--- src/rtl/frame_sequencer_pkg.sv ---
// Shared types, screen constants and sequencer state encoding for the frame sequencer.
package frame_sequencer_pkg;

  localparam int SCREEN_W = 320;
  localparam int SCREEN_H = 240;
  localparam int X_W      = $clog2(SCREEN_W);
  localparam int Y_W      = $clog2(SCREEN_H);

  typedef struct packed {
    logic [X_W-1:0] x;
    logic [Y_W-1:0] y;
  } screenXY;

  typedef struct packed {
    logic signed [15:0] x;
    logic signed [15:0] y;
  } posXY;

  typedef logic [7:0] angle;

  typedef enum logic [2:0] {
    IDLE,
    CLEAR,
    KICK,
    RENDERING,
    WAIT_VBLANK,
    SWAP
  } seq_state_e;

  // Off-screen renderer writes would alias into the framebuffer address space.
  function automatic logic on_screen(input screenXY c, input int w, input int h);
    return (int'(c.x) < w) && (int'(c.y) < h);
  endfunction

endpackage

--- src/rtl/fb_clear_scanner.sv ---
// Raster scanner for the sky-fill pass: one pixel per cycle, x inner, y outer.
module fb_clear_scanner
  import frame_sequencer_pkg::*;
#(
  parameter int SCREEN_W = 320,
  parameter int SCREEN_H = 240
) (
  input  logic    Clk,
  input  logic    Reset_n,
  input  logic    start,
  output screenXY coords,
  output logic    we,
  output logic    done
);

  logic [X_W-1:0] x_p0;
  logic [Y_W-1:0] y_p0;
  logic           vld_p0;
  logic           last_x;
  logic           last_y;

  assign last_x = (x_p0 == X_W'(SCREEN_W - 1));
  assign last_y = (y_p0 == Y_W'(SCREEN_H - 1));

  always_ff @(posedge Clk or negedge Reset_n) begin
    if (!Reset_n) begin
      vld_p0 <= 1'b0;
      x_p0   <= '0;
      y_p0   <= '0;
    end else if (start) begin
      vld_p0 <= 1'b1;
      x_p0   <= '0;
      y_p0   <= '0;
    end else if (vld_p0) begin
      if (last_x) begin
        x_p0 <= '0;
        if (last_y) begin
          vld_p0 <= 1'b0;
          y_p0   <= '0;
        end else begin
          y_p0 <= y_p0 + 1'b1;
        end
      end else begin
        x_p0 <= x_p0 + 1'b1;
      end
    end
  end

  assign coords = {x_p0, y_p0};
  assign we     = vld_p0;
  assign done   = vld_p0 & last_x & last_y;

endmodule

--- src/rtl/frame_sequencer.sv ---
// Per-frame sequencer: latches player state, gates renderer writes and swaps buffers on vblank.
// Optional sky-fill pass before each frame is built when FRAME_SEQ_CLEAR_EN is defined.
module frame_sequencer
  import frame_sequencer_pkg::*;
#(
  parameter int         SCREEN_W  = 320,
  parameter int         SCREEN_H  = 240,
  parameter logic [2:0] SKY_COLOR = 3'd6
) (
  input  logic        Clk,
  input  logic        Reset_n,
  input  logic        vsync,
  input  posXY        player_pos_in,
  input  angle        player_angle_in,
  output posXY        player_pos,
  output angle        player_angle,
  output logic        render_ack,
  input  logic        render_done,
  input  screenXY     render_coords,
  input  logic [2:0]  render_color,
  input  logic        render_we,
  output screenXY     fb_coords,
  output logic [2:0]  fb_color,
  output logic        fb_we,
  output logic        back_buf,
  output logic [15:0] frame_count
);

  seq_state_e state;
  seq_state_e state_nxt;
  logic       vsync_p1;
  logic       vsync_rise;
  screenXY    fb_coords_p1;
  logic [2:0] fb_color_p1;
  logic       vld_p1;

  assign vsync_rise = vsync & ~vsync_p1;

`ifdef FRAME_SEQ_CLEAR_EN
  localparam seq_state_e FRAME_START = CLEAR;

  screenXY scan_coords;
  logic    scan_we;
  logic    scan_done;
  logic    scan_start;

  assign scan_start = (state != CLEAR) && (state_nxt == CLEAR);

  fb_clear_scanner #(
    .SCREEN_W (SCREEN_W),
    .SCREEN_H (SCREEN_H)
  ) u_clear (
    .Clk     (Clk),
    .Reset_n (Reset_n),
    .start   (scan_start),
    .coords  (scan_coords),
    .we      (scan_we),
    .done    (scan_done)
  );

  // The scanner counters are already registered, so the fill drives the port directly.
  assign fb_we     = (state == CLEAR) ? scan_we     : vld_p1;
  assign fb_coords = (state == CLEAR) ? scan_coords : fb_coords_p1;
  assign fb_color  = (state == CLEAR) ? SKY_COLOR   : fb_color_p1;
`else
  localparam seq_state_e FRAME_START = KICK;

  assign fb_we     = vld_p1;
  assign fb_coords = fb_coords_p1;
  assign fb_color  = fb_color_p1;
`endif

  always_comb begin
    state_nxt = state;
    unique case (state)
      IDLE:        state_nxt = FRAME_START;
`ifdef FRAME_SEQ_CLEAR_EN
      CLEAR:       if (scan_done) state_nxt = KICK;
`endif
      KICK:        state_nxt = RENDERING;
      RENDERING:   if (render_done) state_nxt = WAIT_VBLANK;
      WAIT_VBLANK: if (vsync_rise) state_nxt = SWAP;
      SWAP:        state_nxt = FRAME_START;
      default:     state_nxt = IDLE;
    endcase
  end

  // A vsync edge coinciding with render_done is seen in RENDERING and therefore ignored.
  always_ff @(posedge Clk or negedge Reset_n) begin
    if (!Reset_n) begin
      state        <= IDLE;
      vsync_p1     <= 1'b0;
      render_ack   <= 1'b0;
      player_pos   <= '0;
      player_angle <= '0;
      back_buf     <= 1'b0;
      frame_count  <= 16'd0;
    end else begin
      state      <= state_nxt;
      vsync_p1   <= vsync;
      render_ack <= (state_nxt == KICK);
      if (state_nxt == KICK) begin
        player_pos   <= player_pos_in;
        player_angle <= player_angle_in;
      end
      if (state == SWAP) begin
        back_buf    <= ~back_buf;
        frame_count <= frame_count + 16'd1;
      end
    end
  end

  // Renderer write pipeline: one register stage, writes only accepted while RENDERING.
  always_ff @(posedge Clk or negedge Reset_n) begin
    if (!Reset_n) begin
      vld_p1       <= 1'b0;
      fb_coords_p1 <= '0;
      fb_color_p1  <= '0;
    end else begin
      vld_p1       <= (state == RENDERING) && render_we
                      && on_screen(render_coords, SCREEN_W, SCREEN_H);
      fb_coords_p1 <= render_coords;
      fb_color_p1  <= render_color;
    end
  end

endmodule

--- config.mk ---
export PLATFORM = sky130hd
export DESIGN_NAME = frame_sequencer
export DESIGN_NICKNAME = d
export VERILOG_FILES = /design/src/rtl/frame_sequencer_pkg.sv /design/src/rtl/fb_clear_scanner.sv /design/src/rtl/frame_sequencer.sv
export SDC_FILE = /design/constraint.sdc
export NUM_CORES = 1
export LEC_CHECK = 0
export CORE_UTILIZATION = 41
export CTS_CLUSTER_DIAMETER = 200
export DETAILED_ROUTE_END_ITERATION = 8
export PLACE_DENSITY_LB_ADDON = 0.25
export SLEW_MARGIN = 40
export SYNTH_ARGS = -nofsm -noshare
export SYNTH_HDL_FRONTEND = slang
export SYNTH_SLANG_ARGS = --single-unit
--- constraint.sdc ---
create_clock -name Clk -period 1.7 [get_ports Clk]
set_clock_uncertainty 0.1 [all_clocks]
set_input_delay 0.425 -clock Clk [delete_from_list [all_inputs] [get_ports Clk]]
set_output_delay 0.425 -clock Clk [all_outputs]
set_load 0.01 [all_outputs]
# [Word level (Yosys, flattened, before mapping)]
# Index checks and enable logic that the tools add are counted.
[totals] latchBits=0 word_cells=31 input_bits=65 ram_bits=0 memories=0 out_inout_bits=79 register_bits=83 romBits=0
[op_classes] multipliers=0 addsub=1 muxes=3 n_bitwise=3 n_lt_le_gt_ge=2 shift=0 n_reduce_logical=5 eq_ne=5 div=0
[op_table] cell="$add 16x1->16 const B" n=1
[op_table] cell="$pmux 3 s4" n=1
[op_table] cell="$eq 3x2->1 const B" n=3
[op_table] cell="$lt 9x9->1 const B" n=1
[op_table] cell="$lt 8x8->1 const B" n=1
[op_table] cell="$eq 3x3->1 const B" n=2
[op_table] cell="$mux 3" n=2
[op_table] cell="$logic_and 1x1->1" n=3
[op_table] cell="$logic_not 3->1" n=1
[op_table] cell="$not 1->1" n=2
[op_table] cell="$reduce_or 2->1" n=1
[op_table] cell="$and 1x1->1" n=1

# [Longest topological paths before layout]
# Gate-level depths: netlist of the first run.
[depth] ltp_word=5 depth_mapped=5 mapped_depth_nobuf=5

# [Least setup slack after synthesis of the first run]
# OpenSTA, ideal clock, no wires.
[synth_timing] path_kind="reg2reg" startpoint="register state[0]" endpoint="register player_angle[0]" path_stages_with_launch=5 setup_time_ps=125 t_required_ps=1475 arrival_time_ps=1349 path_buffers=1 path_slack_ps=125 cell_sequence="dfrtp_1 xor2_1 nor2_2 buf_6 mux2_4"
[synth_via] elab_chain_len=4 word_cells_on_any_way=10
[synth_rtl] item="start: declaration" line_no="frame_sequencer.sv:29" text="seq_state_e state;"
[synth_rtl] item="start signal: assignment" line_no="frame_sequencer.sv:99" text="state <= state_nxt;"
[synth_rtl] item="$eq 3x3->1 / $logic_not 3->1 (equally long branches)" line_no="frame_sequencer.sv:75" text="unique case (state)"
[synth_rtl] item="$reduce_or 2->1 (no line)"
[synth_rtl] item="$pmux 3 s4 *" line_no="frame_sequencer.sv:75"
[synth_rtl] item="$eq 3x2->1 *" line_no="frame_sequencer.sv:102" text="if (state_nxt == KICK) begin"
[synth_rtl] item="end signal: assignment" line_no="frame_sequencer.sv:104" text="player_angle <= player_angle_in;"
[synth_rtl] item="end: declaration" line_no="frame_sequencer.sv:16" text="output angle player_angle,"
# Mark *: on every way between the ends. The rest lies on a longest branch, timed or not.
# A chain may end at the register's enable or synchronous reset.

# [Worst setup path in the final report of the first run]
[layout_timing] startpoint="register frame_count[2]" endpoint="output port frame_count[2]"
[layout_lines] item="start: declaration" line_no="frame_sequencer.sv:26" text="output logic [15:0] frame_count"
[layout_lines] item="start signal: assignment" line_no="frame_sequencer.sv:108" text="frame_count <= frame_count + 16'd1;"
# No word-level cell between the ends.

==> results.cfg, run 1 <==
[die]
core.rowCount = 31
die_w_um = 89.54
dieArea_mm2 = 0.008017
io_pins = 144
core_area_mm2 = 0.007331
chipHeight_um = 89.54
start_util_pct = 42.86

[routing]
drt-initial-drc-count = 54
drt-pass1-iter-count = 4
wirelength_um = 7057
routedWlPerCell_um = 15.54
route.vias.total = 2068
route.detailed.vias_per_inst = 4.555
postRouteAntennaNets = 0
remaining_drc_errors = 0

[grt]
global_route_wire_length_before_repair_um = 10530
gr-usage-all-layers_pct = 18.04
vias_in_the_first_global_route = 2074
largest_net_degree_at_the_start_of_global_routing = 35
antenna_found_initial = 0
overall_overflow_remaining_after_global_route = 0

[synth]
postSynthAreaPerCell_um2 = 16.80
synth.top_cells.by_area = sky130_fd_sc_hd__dfrtp_1 66%, sky130_fd_sc_hd__mux2_4 19%, sky130_fd_sc_hd__xnor2_1 3.6%
synth-warning-count = 0
synth_area_mm2 = 0.003142
synth_cell_types = 26
synth_nets = 253
synth.yosys.seq_area_share_pct = 66.11
synth.ff_latch_count = 83
post-synth-top-area-cell = sky130_fd_sc_hd__dfrtp_1
synth_largest_type_area_fraction_pct = 66.11
synthCells = 187

[setup_path]
slowest_stage = sky130_fd_sc_hd__dfrtp_2
timing.critical_path.cells = dlygate4sd2_1
critical_path_type = reg2out
critPathBufInv = 1
critical-path-top-delay-family = flip-flops
crit_path_end_kind = primary output
crit_path_start_kind = flop
required_ns = 1.17
crit_arrival_ns = 1.12
critical_path_peak_fanout = 6
worst_path_max_stage_delay_ns = 0.47

[timing]
timing.final.setup_violations = 0
max_frequency_mhz = 609.3
slew-limit-headroom_pct = 77.49
final_hold_viol_count = 0
max_slew.worst_pin.slew_ns = 0.3346
final_period_minus_worst_setup_slack_ns = 1.641
final-max-slew-violation-count = 0
timing.final.crit_share_pct = 96.54

[power]
power_per_cell_area_mw_per_mm2 = 1556
power.total_uw = 7685
ir_drop_mv = 0.8724
p_leak_uw = 0.002391

[clocking]
cts.htree.levels = 3
clk_root_buffer_cell = sky130_fd_sc_hd__clkbuf_8
cts.clk_slew.worst_paths_ns = 0.08
tritoncts.num_buffers = 9
tritoncts = built
clock_latency_ns = 0.34
cts.path.max_buffers = 2
cts_sinks = 83

[layout]
final_net_count = 416
layout-area-overhead-vs-synth_pct = 57.15
layout_common_cells = 82 x sky130_fd_sc_hd__dfrtp_1, 79 x sky130_fd_sc_hd__dlygate4sd2_1, 63 x sky130_fd_sc_hd__clkdlybuf4s50_1
stdcell_area_mm2 = 0.004937
antenna-diode-count = 0
most_frequent_standard_cell_in_the_layout_excluding_fill_and_tap_cells = sky130_fd_sc_hd__dfrtp_1
post_route_cells_drive_above_1_share_pct = 21.69

[placement]
dp_hpwl_um = 5035
port_buffers = 143
placement.cell_area_mm2 = 0.004745
gp_routability_congestion = 0.7190

[run]
max_cap_violations = 0

[status]
run_status = finished, final reports clean

[min_path]
hold_path_class = reg2reg
## through the flow
step           utilization, %  std cells  hold WS [ns]  setup slack (ns)    TNS (ns)
3_5_place_dp            64.72        432        0.2335          -0.07077    -0.07077
4_1_cts                 66.96        454        0.3810           0.05436           0
3_3_place_gp            64.72        432        0.2362          -0.06646    -0.06646
2_1_floorplan               -        187       0.02941            0.1255           0
5_1_grt                 67.35        454        0.3912        -0.0008746  -0.0008746
6_report                67.35        454        0.3782           0.05876           0
## worst paths after layout
path / cells past startpoint / endpoint / slack, ns / start
max in group asynchronous: 3 / frame_count[2]$_DFFE_PN0N_ / 0.60 / Reset_n
min: 1 / back_buf$_DFFE_PN0N_ / 0.38 / back_buf$_DFFE_PN0N_
min in group asynchronous: 2 / player_pos[26]$_DFFE_PN0N_ / 0.41 / Reset_n
max reg2reg: 4 / player_pos[10]$_DFFE_PN0N_ / 0.06 / state[2]$_DFF_PN0_
max: 1 / frame_count[2] / 0.06 / frame_count[2]$_DFFE_PN0N_
min reg2reg: 1 / back_buf$_DFFE_PN0N_ / 0.38 / back_buf$_DFFE_PN0N_
## routing by layer
metal | share of wire [%] | wire length, µm | up-vias | global-route usage [%]
met5 | 0 | 0 | - | 0
li1 | - | - | 963 | -
met4 | 1.8 | 126 | 0 | 9.091
met2 | 50 | 3514 | 77 | 29.22
met3 | 6.0 | 421 | 12 | 4.432
met1 | 42 | 2994 | 1016 | 22.59
## cells in the mapped netlist (all sizes together)
cell type	count
nand2	7
buf	4
mux2	41
nor4	3
nand2b	2
nand4b	1
inv	4
or3b	1
nor2	5
xnor2	13
nand4	3
o21bai	1
and4	1
dfrtp	83
nor3	1
ha	1
nand3	4
xor2	4
and3	2
nand3b	1
o21ai	3
a21oi	2
## registers in the layout, summed over array words and instances, names as in the netlist
name / count
frame_count: 16
player_angle: 8
vsync_p1: 1
player_pos: 32
fb_color: 3
fb_coords: 17
back_buf: 1
state: 3
render_ack: 1
fb_we: 1
## repair_timing
action,CTS,global route
buffers inserted,5,0
hold buffers,1,0
gates resized for setup,80,4
pin swaps,0,2
cloned,0,0
endpoints found under the setup margin,79,6
endpoints found under the hold margin,20,0
## cell families (layout without fill, tap and decap cells)
kind of cell               after synthesis  count (layout)  share of synthesized area [%]
AOI/OAI and AO/OA                        6               6                          1.035
xor gates and xnor gates                17              17                          4.739
muxes                                   41              41                          19.35
DFF                                     83              83                          66.11
buffers and inverters                    8             176                          1.911
adders and majority gates                1               1                         0.3982
and+or+nand+nor                         31              31                          6.451
## where the power goes
part           internal (µW)  switching [µW]  total (µW)
Clock                    800             677        1480
Combinational           1990            1280        3270
Sequential              2600             346        2940
Total                   5380            2300        7680
## cell type report
| class | count | area, µm² |
|---|---|---|
| fillers | 560 | 2394 |
| flip-flops and latches | 83 | 2078 |
| repair buffers | 156 | 1468 |
| multi-input cells | 96 | 1039 |
| clock buffers | 13 | 168.9 |
| well taps | 99 | 123.9 |
| clock inverters | 3 | 45.04 |
| inverters | 4 | 15.01 |
No activity file was read; power rests on OpenSTA's default activity.
==> inputs of run 2 (changes only) <==
CTS_CLUSTER_DIAMETER = not set   (was 200)
==> results of run 2 <==
Final layout, timing and power as in run 1 (identical DEF).
==> inputs of run 3 (changes only) <==
CORE_MARGIN = 2   (was not set)
==> results.cfg, run 3 (same netlist as run 1, synthesis figures left out) <==
[status]
run_status = finished, final reports clean

[routing]
route.detailed.vias_per_inst = 4.570
postRouteAntennaNets = 0
routedWlPerCell_um = 16.15
drt-initial-drc-count = 49
route.vias.total = 2075
wirelength_um = 7332
remaining_drc_errors = 0
drt-pass1-iter-count = 4

[timing]
hold_slack_ns = 0.3679
max_frequency_mhz = 617.1
final_critical_path_setup_slack_ns = 0.07959
final-max-slew-violation-count = 0
max_slew.worst_pin.slew_ns = 0.3611
timing.final.crit_share_pct = 95.32
slew-limit-headroom_pct = 75.75
final_period_minus_worst_setup_slack_ns = 1.620
final_hold_viol_count = 0
rsz0062_at_grt = no
timing.final.setup_violations = 0

[placement]
dp_hpwl_um = 5272
pre_cts_ws_ns = -0.1135
port_buffers = 143
gp_routability_congestion = 0.7481
placement.cell_area_mm2 = 0.004760

[layout]
final_core_util_pct = 67.18
post_route_cells_drive_above_1_share_pct = 20.85
largest-register = player_pos
layout-area-overhead-vs-synth_pct = 56.75
final_net_count = 417
stdcell_area_mm2 = 0.004925
layout_common_cells = 82 x sky130_fd_sc_hd__dfrtp_1, 79 x sky130_fd_sc_hd__dlygate4sd2_1, 63 x sky130_fd_sc_hd__clkdlybuf4s50_1
most_frequent_standard_cell_in_the_layout_excluding_fill_and_tap_cells = sky130_fd_sc_hd__dfrtp_1
largest_register_ff_count = 32
antenna-diode-count = 0

[setup_path]
timing.critical_path.cells = dlygate4sd2_1
critical_path_type = reg2out
reg2reg_setup_slack_ns = 0.09
timing.reg2reg.worst_path_depth = 4
crit_start = frame_count[3]$_DFFE_PN0N_
critical_path.reg2reg.endpoint = player_pos[10]$_DFFE_PN0N_
crit_path_end_kind = primary output
slowest_stage = sky130_fd_sc_hd__dfrtp_2
crit_arrival_ns = 1.10
crit_path_start_kind = flop
critical_path_peak_fanout = 5
worst_path_max_stage_delay_ns = 0.46
critical_path.reg2reg.startpoint = state[0]$_DFF_PN0_
required_ns = 1.17
critPathBufInv = 1
critical-path-top-delay-family = flip-flops

[clocking]
tritoncts.num_buffers = 9
cts.htree.levels = 3
clock_latency_ns = 0.33
cts_sinks = 83
cts.clk_slew.worst_paths_ns = 0.08
clk_root_buffer_cell = sky130_fd_sc_hd__clkbuf_8
cts.path.max_buffers = 2
tritoncts = built

[die]
core_area_mm2 = 0.007331
dieArea_mm2 = 0.008379
start_util_pct = 42.86
io_pins = 144
core.rowCount = 31
chipHeight_um = 91.54
die_w_um = 91.54

[min_path]
hold_path_end = frame_count[15]$_DFFE_PN0N_
hold_depth = 1
min_from = frame_count[15]$_DFFE_PN0N_
hold_path_class = reg2reg

[run]
max_cap_violations = 0

[grt]
gr-usage-all-layers_pct = 17.57
largest_net_degree_at_the_start_of_global_routing = 35
overall_overflow_remaining_after_global_route = 0
global_route_wire_length_before_repair_um = 11410
vias_in_the_first_global_route = 2193
antenna_found_initial = 0

[power]
ir_drop_mv = 0.5798
p_leak_uw = 0.002382
power_per_cell_area_mw_per_mm2 = 1565
[run 3: changes by cell type in the layout (fill, tap and decap cells not counted), sizes merged]
cell / before / now
bufinv: 1 / 2
clkinvlp: 2 / 0
buf: 13 / 14
[run 3: per-layer routing]
| layer | global-route usage [%] | part of all wire, % |
|---|---|---|
| met1 | 23.49 | 43 |
| met2 | 28.06 | 51 |
| met3 | 3.983 | 4.7 |
| met4 | 6.439 | 1.4 |
| met5 | 0 | 0 |
[run 3: how the worst max path moves through the flow]
| stage | endpoint | slack (ns) | depth (start not counted) |
|---|---|---|---|
| global route | frame_count[15]$_DFFE_PN0N_ | 0.02 | 5 |
| floorplan | player_angle[0]$_DFFE_PN0N_ | 0.13 | 4 |
| finish | frame_count[3] | 0.08 | 1 |
| detailed placement | state[0]$_DFF_PN0_ | -0.11 | 4 |
| global placement | state[0]$_DFF_PN0_ | -0.07 | 4 |
| CTS | frame_count[3] | 0.07 | 1 |
[run 3: layout make-up]
class	instances	area (µm²)
Clock buffer	13	148.9
Clock inverter	2	60.06
Fill cell	550	2406
Inverter	4	15.01
Multi-Input combinational cell	96	1023
Sequential cell	83	2078
Tap cell	99	123.9
Timing Repair Buffer	157	1475
[run 3: timing repair]
action,CTS,global route
resized for setup,80,2
setup endpoints to repair,79,2
buffers inserted,4,0
hold endpoints to repair,22,0
pin swaps,0,1
hold buffers,1,0
[run 3: report_power, final]
group	internal [µW]	total (µW)	switching [µW]
Clock	863	1500	641
Sequential	2600	2950	351
Combinational	1980	3260	1280
Total	5440	7710	2270
[run 3: stage by stage]
| stage | power [µW] | setup TNS (ns) | instances |
|---|---|---|---|
| final | 7708 | 0 | 454 |
| after global routing | 8103 | 0 | 454 |
| after CTS | 7783 | 0 | 454 |
| after detailed placement | 6674 | -0.1135 | 434 |
| after global placement | 6597 | -0.06784 | 434 |
| after floorplan | 5012 | 0 | 187 |
